**src/rtl/multicycle_ctrl.sv**
```systemverilog
// -----------------------------------------------------------------------------
// multicycle_ctrl
// Moore FSM controller for a shared-resource multicycle RV32I datapath (one ALU,
// one unified memory port, IR/OldPC/ALUOut/Data registers). Each state drives
// the datapath mux selects, write enables and ALU operation.
//
// Parameters:
//   CNT_W         width of the performance counters (MCYC_PERF_EN builds only)
//   ILLEGAL_HALT  1: unknown opcode parks the FSM in HALT; 0: treated as NOP
//
// Ports:
//   clk, reset_n              clock (rising edge), async active-low reset
//   op, funct3, funct7b5      instruction fields from IR
//   zero                      ALU result == 0 (branch resolution)
//   pc_write, adr_src, mem_write, ir_write, reg_write    datapath enables/selects
//   result_src, alu_src_a, alu_src_b, imm_src, alu_control
//   state                     current state encoding (debug)
//   illegal                   high while in HALT
//   cycle_cnt, instret_cnt    performance counters (MCYC_PERF_EN only)
//
// Configuration macro: MCYC_PERF_EN adds the cycle / retired-instruction counters.
// -----------------------------------------------------------------------------
module multicycle_ctrl #(
    parameter int CNT_W        = 32,
    parameter bit ILLEGAL_HALT = 1'b1
) (
    input  logic       clk,
    input  logic       reset_n,
    input  logic [6:0] op,
    input  logic [2:0] funct3,
    input  logic       funct7b5,
    input  logic       zero,
    output logic       pc_write,
    output logic       adr_src,
    output logic       mem_write,
    output logic       ir_write,
    output logic [1:0] result_src,
    output logic [1:0] alu_src_a,
    output logic [1:0] alu_src_b,
    output logic       reg_write,
    output logic [1:0] imm_src,
    output logic [3:0] alu_control,
    output logic [3:0] state,
    output logic       illegal
`ifdef MCYC_PERF_EN
    ,
    output logic [CNT_W-1:0] cycle_cnt,
    output logic [CNT_W-1:0] instret_cnt
`endif
);

    typedef enum logic [3:0] {
        S_FETCH  = 4'd0,
        S_DECODE = 4'd1,
        S_MEMADR = 4'd2,
        S_MEMRD  = 4'd3,
        S_MEMWB  = 4'd4,
        S_MEMWR  = 4'd5,
        S_EXR    = 4'd6,
        S_ALUWB  = 4'd7,
        S_EXI    = 4'd8,
        S_JAL    = 4'd9,
        S_BRANCH = 4'd10,
        S_HALT   = 4'd15
    } state_t;

    localparam logic [3:0] ALU_ADD = 4'b0000;
    localparam logic [3:0] ALU_SUB = 4'b0001;
    localparam logic [3:0] ALU_AND = 4'b0010;
    localparam logic [3:0] ALU_OR  = 4'b0011;
    localparam logic [3:0] ALU_XOR = 4'b0100;
    localparam logic [3:0] ALU_SLT = 4'b0101;
    localparam logic [3:0] ALU_SLL = 4'b0110;
    localparam logic [3:0] ALU_SRL = 4'b0111;
    localparam logic [3:0] ALU_SRA = 4'b1000;

    state_t state_q, state_d;

    // ALU operation for register/immediate arithmetic. sub only exists for the
    // R-type form (op[5]=1); addi with IR[30] set is still an add. f3=011 is
    // unsupported and falls back to add so the output is never unknown.
    function automatic logic [3:0] alu_decode(input logic op5, input logic [2:0] f3,
                                              input logic f7b5);
        logic [3:0] res;
        case (f3)
            3'b000:  res = (op5 && f7b5) ? ALU_SUB : ALU_ADD;
            3'b001:  res = ALU_SLL;
            3'b010:  res = ALU_SLT;
            3'b100:  res = ALU_XOR;
            3'b101:  res = f7b5 ? ALU_SRA : ALU_SRL;
            3'b110:  res = ALU_OR;
            3'b111:  res = ALU_AND;
            default: res = ALU_ADD;
        endcase
        return res;
    endfunction

    // State register
    always_ff @(posedge clk or negedge reset_n) begin
        if (!reset_n) begin
            state_q <= S_FETCH;
        end else begin
            state_q <= state_d;
        end
    end

    // Next-state logic
    always_comb begin
        state_d = S_FETCH;
        case (state_q)
            S_FETCH:  state_d = S_DECODE;
            S_DECODE: begin
                case (op)
                    7'b0000011, 7'b0100011: state_d = S_MEMADR;
                    7'b0110011:             state_d = S_EXR;
                    7'b0010011:             state_d = S_EXI;
                    7'b1100011:             state_d = S_BRANCH;
                    7'b1101111:             state_d = S_JAL;
                    default:                state_d = ILLEGAL_HALT ? S_HALT : S_FETCH;
                endcase
            end
            S_MEMADR: state_d = op[5] ? S_MEMWR : S_MEMRD;
            S_MEMRD:  state_d = S_MEMWB;
            S_MEMWB:  state_d = S_FETCH;
            S_MEMWR:  state_d = S_FETCH;
            S_EXR:    state_d = S_ALUWB;
            S_EXI:    state_d = S_ALUWB;
            S_ALUWB:  state_d = S_FETCH;
            S_JAL:    state_d = S_ALUWB;
            S_BRANCH: state_d = S_FETCH;
            S_HALT:   state_d = S_HALT;
            default:  state_d = S_FETCH;
        endcase
    end

    // Output logic. Everything is computed as if running, then forced to zero
    // while reset_n is low so nothing pulses during reset even though the
    // state register already holds FETCH.
    always_comb begin
        logic       pcw, adr, memw, irw, rw, ill;
        logic [1:0] rs, sa, sb, imm;
        logic [3:0] alu;

        pcw  = 1'b0;
        adr  = 1'b0;
        memw = 1'b0;
        irw  = 1'b0;
        rw   = 1'b0;
        ill  = 1'b0;
        rs   = 2'b00;
        sa   = 2'b00;
        sb   = 2'b00;
        alu  = ALU_ADD;

        // Immediate format is a function of the opcode alone.
        case (op)
            7'b0100011: imm = 2'b01;
            7'b1100011: imm = 2'b10;
            7'b1101111: imm = 2'b11;
            default:    imm = 2'b00;
        endcase

        case (state_q)
            S_FETCH: begin
                irw = 1'b1;
                sb  = 2'b10;
                rs  = 2'b10;
                pcw = 1'b1;
            end
            S_DECODE: begin
                sa = 2'b01;
                sb = 2'b01;
            end
            S_MEMADR: begin
                sa = 2'b10;
                sb = 2'b01;
            end
            S_MEMRD:  adr = 1'b1;
            S_MEMWB: begin
                rs = 2'b01;
                rw = 1'b1;
            end
            S_MEMWR: begin
                adr  = 1'b1;
                memw = 1'b1;
            end
            S_EXR: begin
                sa  = 2'b10;
                alu = alu_decode(op[5], funct3, funct7b5);
            end
            S_EXI: begin
                sa  = 2'b10;
                sb  = 2'b01;
                alu = alu_decode(op[5], funct3, funct7b5);
            end
            S_ALUWB:  rw = 1'b1;
            S_JAL: begin
                sa  = 2'b01;
                sb  = 2'b10;
                pcw = 1'b1;
            end
            S_BRANCH: begin
                sa  = 2'b10;
                // beq/bne compare via sub, blt/bge via slt; unsupported
                // funct3 values use sub and never take the branch.
                alu = (funct3 == 3'b100 || funct3 == 3'b101) ? ALU_SLT : ALU_SUB;
                pcw = ((funct3 == 3'b000) &&  zero) ||
                      ((funct3 == 3'b001) && !zero) ||
                      ((funct3 == 3'b100) && !zero) ||
                      ((funct3 == 3'b101) &&  zero);
            end
            S_HALT:   ill = 1'b1;
            default: ;
        endcase

        pc_write    = reset_n & pcw;
        adr_src     = reset_n & adr;
        mem_write   = reset_n & memw;
        ir_write    = reset_n & irw;
        reg_write   = reset_n & rw;
        illegal     = reset_n & ill;
        result_src  = reset_n ? rs  : 2'b00;
        alu_src_a   = reset_n ? sa  : 2'b00;
        alu_src_b   = reset_n ? sb  : 2'b00;
        imm_src     = reset_n ? imm : 2'b00;
        alu_control = reset_n ? alu : 4'b0000;
        state       = reset_n ? state_q : 4'b0000;
    end

`ifdef MCYC_PERF_EN
    logic [CNT_W-1:0] cycle_cnt_q, cycle_cnt_d;
    logic [CNT_W-1:0] instret_cnt_q, instret_cnt_d;

    // An instruction retires whenever the FSM re-enters FETCH from elsewhere.
    always_comb begin
        cycle_cnt_d   = cycle_cnt_q;
        instret_cnt_d = instret_cnt_q;
        if (state_q != S_HALT) begin
            cycle_cnt_d = cycle_cnt_q + 1'b1;
        end
        if (state_d == S_FETCH && state_q != S_FETCH) begin
            instret_cnt_d = instret_cnt_q + 1'b1;
        end
    end

    // Performance counter registers
    always_ff @(posedge clk or negedge reset_n) begin
        if (!reset_n) begin
            cycle_cnt_q   <= '0;
            instret_cnt_q <= '0;
        end else begin
            cycle_cnt_q   <= cycle_cnt_d;
            instret_cnt_q <= instret_cnt_d;
        end
    end

    assign cycle_cnt   = cycle_cnt_q;
    assign instret_cnt = instret_cnt_q;
`endif

endmodule

```
**config.mk**
```make
export PLATFORM = sky130hd
export DESIGN_NAME = multicycle_ctrl
export DESIGN_NICKNAME = d
export VERILOG_FILES = /design/src/rtl/multicycle_ctrl.sv
export SDC_FILE = /design/constraint.sdc
export NUM_CORES = 1
export LEC_CHECK = 0
export ABC_AREA = 1
export CAP_MARGIN = 5
export CORE_ASPECT_RATIO = 1.1
export CORE_UTILIZATION = 38
export DETAILED_ROUTE_END_ITERATION = 16
export PLACE_DENSITY = 0.89
export SYNTH_ARGS = -nofsm -noshare
export SYNTH_HDL_FRONTEND = slang
export SYNTH_SLANG_ARGS = --single-unit
```
**constraint.sdc**
```tcl
create_clock -name clk -period 1.6 [get_ports clk]
set_clock_uncertainty 0.15 [all_clocks]
set_input_delay 0.32 -clock clk [delete_from_list [all_inputs] [get_ports clk]]
set_output_delay 0.32 -clock clk [all_outputs]
set_load 0.1 [all_outputs]
```
==> impl_metrics.csv, run 1 <==
group,metric,value,unit
synthesis,async_reset_ff_share,100,%
synthesis,synth_area_leaders,"nand2_1 22%, dfrtp_1 15%, inv_1 14%, nor2_1 14%, nand3_1 7.6%",
synthesis,syn_area,659,um2
die,rows,15,
die,initial_core_util,41.3,%
synthesis,syn_area_per_cell,5.03,um2
synthesis,synth_cells,131,
synthesis,ys.flop_type,"dfrtp_1",
placed_design,io_buffers,35,
synthesis,synth.ff_latch_count,4,
synthesis,synthDominantAreaCellType,"nand2_1",
status,stop_stage,"detailed placement",
synthesis,synth_nets,145,
synthesis,yosys_warnings,0,
status,error,"[ERROR DPL-0038] Utilization greater than 100%, impossible to legalize",
die,io_pins,36,
die,die_height,45.7,um
die,die_x,41.7,um
synthesis,synth_top_area_share,22.2,%
synthesis,yosysSeqAreaShare,15.2,%
placed_design,gp_congestion,0.889,
synthesis,synth-edff-count,0,
synthesis,ys_types,21,
status,status,"stopped before the end",
[per-stage QoR]
| stage | cell area (um2) | hold slack [ns] |
|---|---|---|
| floorplan | 925 | -0.126 |
| global placement | 1770 | 0.632 |
[cells by family after synthesis]
kind of cell,Yosys count,share of synthesized area (%)
flip-flops,4,15.2
AO/OA/AOI/OAI,16,13.7
buffers and inverters,28,17.6
AND/OR/NAND/NOR,83,53.5
[cell usage after synthesis (2+ instances only)]
cell type / number
nand3_1: 10
nor2_1: 24
nand4_1: 2
o211ai_1: 2
a21oi_1: 4
nor3_1: 3
dfrtp_1: 4
o21ai_0: 6
inv_1: 25
nand2_2: 2
nand2_1: 39
==> run 2: changes to the inputs <==
CORE_AREA = 2 2 63 65   (was not set)
CORE_ASPECT_RATIO = not set   (was 1.1)
CORE_UTILIZATION = not set   (was 38)
DIE_AREA = 0 0 65 67   (was not set)
PLACE_DENSITY = not set   (was 0.89)
PLACE_DENSITY_LB_ADDON = 0.15   (was not set)
==> run 2 against run 1 <==
Effect of this change: the flow now finishes, with violations (setup timing); synthesized cell count unchanged; area after synthesis unchanged.
==> impl_metrics.csv, run 2 <==
group,metric,value,unit
placed_design,placed_area,1830,um2
synthesis,ys_types,21,
layout,nFillCells,313,
layout,register_area,105,um2
layout,final_util,59.5,%
clock_tree,clk_pin_slew,0.03,ns
worst_setup_path,ff2ff_path_depth,7,
worst_setup_path,cp_max_fo,5,
pwr,total_power,571,uW
pwr,ir_drop,0.000368,V
synthesis,synth.ff_latch_count,4,
clock_tree,clk_latency,0.22,ns
die,rows,22,
synthesis,synth-edff-count,0,
worst_setup_path,crit_type,"register to output port",
synthesis,synth_nets,145,
die,die_x,65,um
worst_setup_path,cp-start-kind,"register",
grt,grt_usage,14.5,%
synthesis,synth_area_leaders,"nand2_1 22%, dfrtp_1 15%, inv_1 14%, nor2_1 14%, nand3_1 7.6%",
layout,largest_reg_flops,4,
placed_design,io_buffers,35,
sta,rsz0062_at_grt,"yes",
placed_design,hpwlAfterDp,2.29,mm
status,status,"complete, but fails checks",
worst_setup_path,crit_path_cell_trace,"buf_4 -> nor2_4 -> inv_2 -> nor2_2 -> inv_2 -> o22ai_4 -> buf_12",
worst_setup_path,max_stage_delay,0.45,ns
sta,setup_tns,-5.66,ns
routing,wire_per_inst,11.2,um
layout,largestRegisters,"state_q: 4 flops",
sta,worst_pin_slew,0.265,ns
grt,antenna_found_initial,0,
status,violations,"setup timing",
synthesis,syn_area_per_cell,5.03,um2
placed_design,gp_congestion,0.895,
sta,setup_violations,20,
routing,viasPerCell,4.27,
clock_tree,cts_buffers,3,
layout,antenna_cells,0,
synthesis,synth_top_area_share,22.2,%
layout,drive_above_1_share,71.9,%
clock_tree,clock_path_buffers,2,
synthesis,synthDominantAreaCellType,"nand2_1",
hold_path,hp-class,"primary input to register",
die,die-area,4360,um2
sta,hold_viol,0,
die,die_height,67,um
clock_tree,cts_htree_levels,1,
worst_setup_path,required,1.13,ns
routing,num_vias,1149,
layout,final_cell_mix,"41 x buf_4, 22 x nand2_1, 22 x buf_12",
grt,grt_pass1_wl,5.06,mm
worst_setup_path,cp_data_arrival_time,1.57,ns
synthesis,ys.flop_type,"dfrtp_1",
die,initial_core_util,18.3,%
layout,final_common_cell,"buf_4",
grt,grt_overflow_total,0,
synthesis,yosysSeqAreaShare,15.2,%
routing,drc,0,
synthesis,synthTopCellsByCount,"39 x nand2_1, 25 x inv_1, 24 x nor2_1",
worst_setup_path,critPathLaunch,"state_q[3]",
layout,area_delta_synth_final,225,%
clock_tree,cts_sinks,4,
grt,grt_max_degree,7,
synthesis,synth_cells,131,
synthesis,yosys_warnings,0,
synthesis,async_reset_ff_share,100,%
sta,slew-limit-headroom,82.3,%
worst_setup_path,slowest_stage,"dfrtp_2",
worst_setup_path,setup.worst_path.end,"adr_src",
layout,multi_input_comb_area,802,um2
worst_setup_path,crit_top_cell,"inv_2",
placed_design,dp_slack,-0.644,ns
sta,slew_violations,0,
sta,fin_crit_sh,127,%
sta,worst_slack,-0.439,ns
layout,regMostFlops,"state_q",
clock_tree,cts_tree,"done",
grt,grt_pass1_vias,1196,
worst_setup_path,end_kind,"output port",
pwr,power.leakage,0.000999,uW
clock_tree,cts_root_buffer,"clkbuf_8",
sta,fmax,490,MHz
worst_setup_path,rrSetupSlack,0.06,ns
die,core_area,3610,um2
synthesis,synth_most_common_cell,"nand2_1",
layout,fin_area,2140,um2
flow_run,drv_cap,0,
worst_setup_path,rr_startpoint,"state_q[3]",
synthesis,syn_area,659,um2
layout,fin_nets,236,
pwr,power.density,266,nW/um2
routing,dr.pass1.iters,4,
worst_setup_path,r2r_end,"state_q[0]",
sta,min_period,2.04,ns
hold_path,hold_path_startpoint,"op[4]",
routing,antenna_left,0,
die,io_pins,36,
routing,drt_iter0_drc,24,
routing,finalWirelength,3.00,mm
## run 2: cell counts after synthesis
No cell type changed its count.
## run 2: cell type report
type,count,area share (%)
Sequential cell,4,4.90
Multi-Input combinational cell,99,37.4
Tap cell,48,2.80
Clock buffer,4,2.10
Inverter,26,6.53
Timing Repair Buffer,88,46.3
## run 2: power breakdown
group | leakage (uW) | internal [uW] | switching [uW]
Clock | 0.0000228 | 170 | 53.8
Combinational | 0.000942 | 101 | 144
Sequential | 0.0000337 | 102 | 0
## run 2: what timing repair did
item                       CTS  global route
hold endpoints to repair     4             0
setup endpoints to repair   26            25
pin swaps                   22            12
hold buffers                 1             0
gates resized for setup     77            14
setup buffers                6             7
## run 2: worst min path at each step
stage,endpoint,slack (ns),depth (start not counted)
6_report,state_q[1],0.39,5
5_1_grt,state_q[1],0.43,5
4_1_cts,state_q[1],0.39,5
3_5_place_dp,state_q[2],0.51,2
3_3_place_gp,state_q[2],0.50,2
2_1_floorplan,state_q[0],-0.13,0
## run 2: layer usage
layer | track usage, % | part of all wire (%) | vias to the layer above
li1 | - | - | 589
met1 | 15.3 | 37 | 526
met2 | 28.6 | 57 | 30
met3 | 3.21 | 4.5 | 4
met4 | 3.99 | 0.73 | 0
met5 | 0 | 0 | -
## run 2: per-stage QoR
stage / hold WS, ns / instances
2_1_floorplan: -0.126 / 131
3_3_place_gp: 0.497 / 251
3_5_place_dp: 0.509 / 251
4_1_cts: 0.390 / 262
5_1_grt: 0.428 / 269
6_report: 0.388 / 269
## run 2: kinds of logic after synthesis
group           count (synthesis)  synth area share, %
simple gates                   83                 53.5
compound gates                 16                 13.7
flops                           4                 15.2
buf+inv                        28                 17.6
## run 2: worst max-delay path, delay by kind of cell, from the launching register on
family / cells / cell delay [ns]
DFF: 1 / 0.45
AOI/OAI and AO/OA: 1 / 0.14
buffers and inverters: 4 / 0.50
and+or+nand+nor: 2 / 0.25
No activity file was read; power rests on OpenSTA's default activity.
==> run 3: changes to the inputs <==
CORE_AREA = 3 3 64 66   (was 2 2 63 65)
DIE_AREA = 0 0 67 69   (was 0 0 65 67)
==> run 3 against run 2 <==
Effect of this change: the flow still finishes with violations (setup timing); sequential power barely moved; first-iteration DRC count up 8.3%; register-to-register slack worse by 0.03 ns; die area up 6.2%; non-clock buffer count is the same; clock-buffer cell count stayed put; setup slack better by 0.037 ns; final area increased by 3.4%; critical path type unchanged; critical endpoint is now alu_control[1]; highest routed layer unchanged.
==> impl_metrics.csv, run 3 (synthesis gave the netlist of run 2 again) <==
group,metric,value,unit
worst_setup_path,cp_max_fo,6,
status,status,"complete, but fails checks",
sta,fin_crit_sh,125,%
grt,grt_usage,12.7,%
sta,rsz0062_at_grt,"yes",
pwr,power.leakage,0.00102,uW
worst_setup_path,crit_type,"register to output port",
grt,grt_pass1_wl,4.80,mm
layout,antenna_cells,0,
placed_design,hpwlAfterDp,2.19,mm
die,rows,22,
layout,area_delta_synth_final,236,%
die,core_area,3630,um2
pwr,total_power,575,uW
worst_setup_path,crit_path_cell_trace,"nor2_4 -> nand2_2 -> nand2_4 -> nand3_4 -> a31oi_4 -> buf_12",
placed_design,dp_slack,-0.646,ns
die,die_height,69,um
worst_setup_path,r2r_end,"state_q[3]",
die,die-area,4620,um2
hold_path,hp-class,"primary input to async pin",
grt,grt_overflow_total,0,
sta,holdWs,0.0804,ns
clock_tree,cts_sinks,4,
grt,grt_max_degree,11,
routing,drc,0,
layout,layoutNonFillerInstCount,269,
layout,final_cell_mix,"37 x buf_4, 23 x buf_12, 17 x nand2_1, 17 x buf_6, 16 x inv_2",
sta,worst_pin_slew,0.305,ns
routing,antenna_left,0,
clock_tree,cts_tree,"done",
routing,drt_iter0_drc,26,
routing,wire_per_inst,11.2,um
worst_setup_path,cp-start-kind,"register",
clock_tree,clock_path_buffers,2,
worst_setup_path,rr_startpoint,"state_q[2]",
worst_setup_path,max_stage_delay,0.48,ns
layout,drive_above_1_share,76.9,%
clock_tree,cts_buffers,3,
clock_tree,cts_root_buffer,"clkbuf_8",
clock_tree,clk_latency,0.22,ns
pwr,power.density,259,nW/um2
die,initial_core_util,18.1,%
worst_setup_path,rrSetupSlack,0.03,ns
sta,setup_violations,19,
worst_setup_path,end_kind,"output port",
sta,hold_viol,0,
layout,fin_nets,236,
placed_design,gp_congestion,0.847,
die,io_pins,36,
clock_tree,cts_htree_levels,1,
sta,slew_violations,0,
sta,worst_slack,-0.403,ns
sta,slew-limit-headroom,79.6,%
worst_setup_path,slowest_stage,"dfrtp_2",
clock_tree,cts_hold_buffers,0,
routing,finalWirelength,3.02,mm
layout,largestRegisters,"state_q: 4 flops",
grt,antenna_found_initial,0,
worst_setup_path,required,1.13,ns
routing,viasPerCell,4.29,
grt,grt_pass1_vias,1157,
placed_design,io_buffers,35,
routing,dr.pass1.iters,4,
pwr,ir_drop,0.000302,V
sta,min_period,2.00,ns
layout,final_common_cell,"buf_4",
sta,fmax,499,MHz
layout,largest_reg_flops,4,
routing,num_vias,1155,
placed_design,placedCellCount,248,
flow_run,drv_cap,0,
worst_setup_path,ff2ff_path_depth,8,
sta,setup_tns,-5.41,ns
status,violations,"setup timing",
layout,regMostFlops,"state_q",
clock_tree,clk_pin_slew,0.04,ns
worst_setup_path,cp_data_arrival_time,1.53,ns
die,die_x,67,um
-- run 3: cell type report --
class                      instances  area (um2)
fill                             319        1420
sequential                         4         104
tap                               48        60.1
timing repair buffer              88        1020
inverter                          26         140
clock buffer                       4        45.0
multi-input combinational         99         851
-- run 3: worst max path at each step --
| stage | slack, ns | cells past startpoint | startpoint | to |
|---|---|---|---|---|
| floorplan | -0.55 | 5 | state_q[3] | alu_src_b[1] |
| global placement | -0.56 | 8 | funct3[2] | alu_control[0] |
| detailed placement | -0.65 | 8 | funct3[2] | alu_control[0] |
| CTS | -0.39 | 6 | funct7b5 | alu_control[0] |
| global route | -0.45 | 6 | state_q[3] | alu_control[1] |
| finish | -0.40 | 6 | state_q[3] | alu_control[1] |
-- run 3: critical path: cells and delay by family (launching register included) --
kind                   cells  cell delay, ns
DFF                        1            0.48
AOI/OAI and AO/OA          1            0.18
buffers and inverters      1            0.19
and+or+nand+nor            4            0.46
-- run 3: per-stage QoR --
| stage | util [%] | cell area (um2) |
|---|---|---|
| 6_report | 61.0 | 2220 |
| 3_3_place_gp | 49.7 | 1810 |
| 2_1_floorplan | - | 925 |
| 4_1_cts | 57.4 | 2090 |
| 3_5_place_dp | 49.7 | 1810 |
| 5_1_grt | 61.0 | 2220 |
-- run 3: where the power goes --
group / total (uW) / internal, uW / switching (uW)
sequential: 102 / 102 / 0
clock: 226 / 170 / 55.6
combinational: 247 / 102 / 145
total: 575 / 374 / 200
-- run 3: what timing repair did --
item                                    4_1_cts  5_1_grt
pin swaps                                    27       24
endpoints found under the setup margin       25       26
gates cloned                                  0        0
setup buffers                                13        7
gates resized for setup                      84       40
hold endpoints to repair                      0        0
-- run 3: per-layer routing --
layer  wire length (um)  global-route usage (%)  share of wire [%]
met3                120                    1.30                4.0
met1               1130                    13.7                 37
met4                 34                    3.60                1.1
met5                  0                       0                  0
met2               1740                    24.9                 58
==> run 4: changes to the inputs <==
PLACE_DENSITY = 0.53   (was not set)
PLACE_DENSITY_LB_ADDON = not set   (was 0.15)
==> run 4 against run 3 <==
Effect of this change: the flow still finishes with violations (setup timing); total power is 0.47% higher; highest routed layer unchanged; routed wire length grew 4.3%; critical endpoint unchanged; sequential share of layout area increased by 0.25 points; setup slack got worse by 0.020 ns; worst hold slack better by 0.28 ns; fmax fell by 1.0%; final cell count did not move; largest power group unchanged; final area decreased by 4.0%; sequential power is essentially flat.
==> impl_metrics.csv, run 4 (synthesis gave the netlist of run 2 again) <==
group,metric,value,unit
status,status,"complete, but fails checks",
status,violations,"setup timing",
hold_path,hp-class,"primary input to register",
die,io_pins,36,
clock_tree,cts_sinks,4,
sta,slew-limit-headroom,83.0,%
sta,fin_crit_sh,126,%
routing,viasPerCell,4.33,
clock_tree,cts_root_buffer,"clkbuf_8",
layout,fin_area,2130,um2
grt,grt_overflow_total,0,
placed_design,placedCellCount,250,
clock_tree,clock_path_buffers,2,
sta,rsz0062_at_grt,"yes",
worst_setup_path,cp_data_arrival_time,1.55,ns
die,core_area,3630,um2
layout,drive_above_1_share,69.7,%
worst_setup_path,crit_type,"register to output port",
placed_design,gp_congestion,0.803,
layout,antenna_cells,0,
die,die-area,4620,um2
grt,grt_pass1_wl,5.32,mm
clock_tree,clk_pin_slew,0.04,ns
sta,worst_pin_slew,0.254,ns
sta,min_period,2.02,ns
routing,drc,0,
layout,final_util,58.6,%
routing,wire_per_inst,11.7,um
flow_run,drv_cap,0,
grt,grt_usage,14.2,%
layout,final_common_cell,"buf_4",
layout,largest_reg_flops,4,
grt,grt_max_degree,7,
routing,drt_iter0_drc,61,
clock_tree,cts_tree,"done",
worst_setup_path,cp-start-kind,"register",
sta,fmax,494,MHz
placed_design,placed_area,1820,um2
clock_tree,cts_htree_levels,1,
worst_setup_path,required,1.13,ns
pwr,ir_drop,0.000178,V
layout,final_cell_mix,"38 x buf_4, 24 x nand2_1, 23 x buf_12",
routing,antenna_left,0,
sta,hold_viol,0,
layout,largestRegisters,"state_q: 4 flops",
clock_tree,cts_buffers,3,
routing,finalWirelength,3.15,mm
sta,worst_slack,-0.423,ns
die,initial_core_util,18.1,%
layout,layoutNonFillerInstCount,269,
clock_tree,clk_latency,0.22,ns
layout,area_delta_synth_final,223,%
sta,setup_tns,-5.75,ns
die,rows,22,
layout,regMostFlops,"state_q",
die,die_height,69,um
routing,dr.pass1.iters,4,
grt,grt_pass1_vias,1188,
worst_setup_path,cp_max_fo,5,
sta,slew_violations,0,
placed_design,io_buffers,35,
routing,num_vias,1166,
placed_design,hpwlAfterDp,2.38,mm
layout,fin_nets,236,
pwr,power.density,271,nW/um2
pwr,power.leakage,0.000988,uW
grt,antenna_found_initial,0,
sta,setup_violations,19,
layout,nFillCells,323,
die,die_x,67,um
worst_setup_path,end_kind,"output port",
[run 4: final cells by class]
class / instances / area, um2 / area share (%)
inverters: 26 / 143 / 6.70
flip-flops and latches: 4 / 105 / 4.94
multi-input cells: 99 / 776 / 36.4
clock buffers: 4 / 45.0 / 2.12
well taps: 48 / 60.1 / 2.82
repair buffers: 88 / 1000 / 47.0
[run 4: stage by stage]
step	hold WS, ns	setup WS, ns	power (uW)
after global routing	0.421	-0.502	611
after CTS	0.368	-0.406	581
after floorplan	-0.126	-0.550	219
after detailed placement	0.522	-0.650	335
final	0.363	-0.423	577
after global placement	0.504	-0.560	330
[run 4: critical path, stage by stage (launching register included)]
cell and delay, ns:
dfrtp_2 0.46, nor2_2 0.16, nand2_2 0.10, nand2_4 0.10, nand3_4 0.11, a31oi_4 0.20
buf_12 0.20
[run 4: timing repair]
action                     in CTS  in global routing
pin swaps                      21                  9
gates resized for setup        68                 19
gates cloned                    1                  0
buffers inserted                7                  6
hold buffers                    1                  0
hold endpoints to repair        4                  0
setup endpoints to repair      24                 24
[run 4: final timing paths]
| kind | startpoint | cells past startpoint | end | slack, ns |
|---|---|---|---|---|
| min in group asynchronous | reset_n | 3 | state_q[0] | 0.42 |
| setup reg to reg | state_q[3] | 8 | state_q[1] | 0.09 |
| hold reg to reg | state_q[0] | 5 | state_q[2] | 0.71 |
| hold / removal | op[5] | 5 | state_q[2] | 0.36 |
| setup / recovery | state_q[1] | 6 | alu_control[1] | -0.42 |
| max in group asynchronous | reset_n | 3 | state_q[2] | 0.74 |
[run 4: where the power goes]
group	switching, uW	internal, uW	leakage [uW]
sequential	0	102	0.0000337
clock	58.6	171	0.0000228
combinational	145	101	0.000932
[run 4: per-layer routing]
metal	part of all wire [%]	track usage, %	vias up	wire length (um)
met5	0	0	-	0
met4	1.0	3.38	0	33
met3	4.0	1.79	4	127
met2	53	24.6	32	1690
met1	41	18.2	537	1310
li1	-	-	593	-
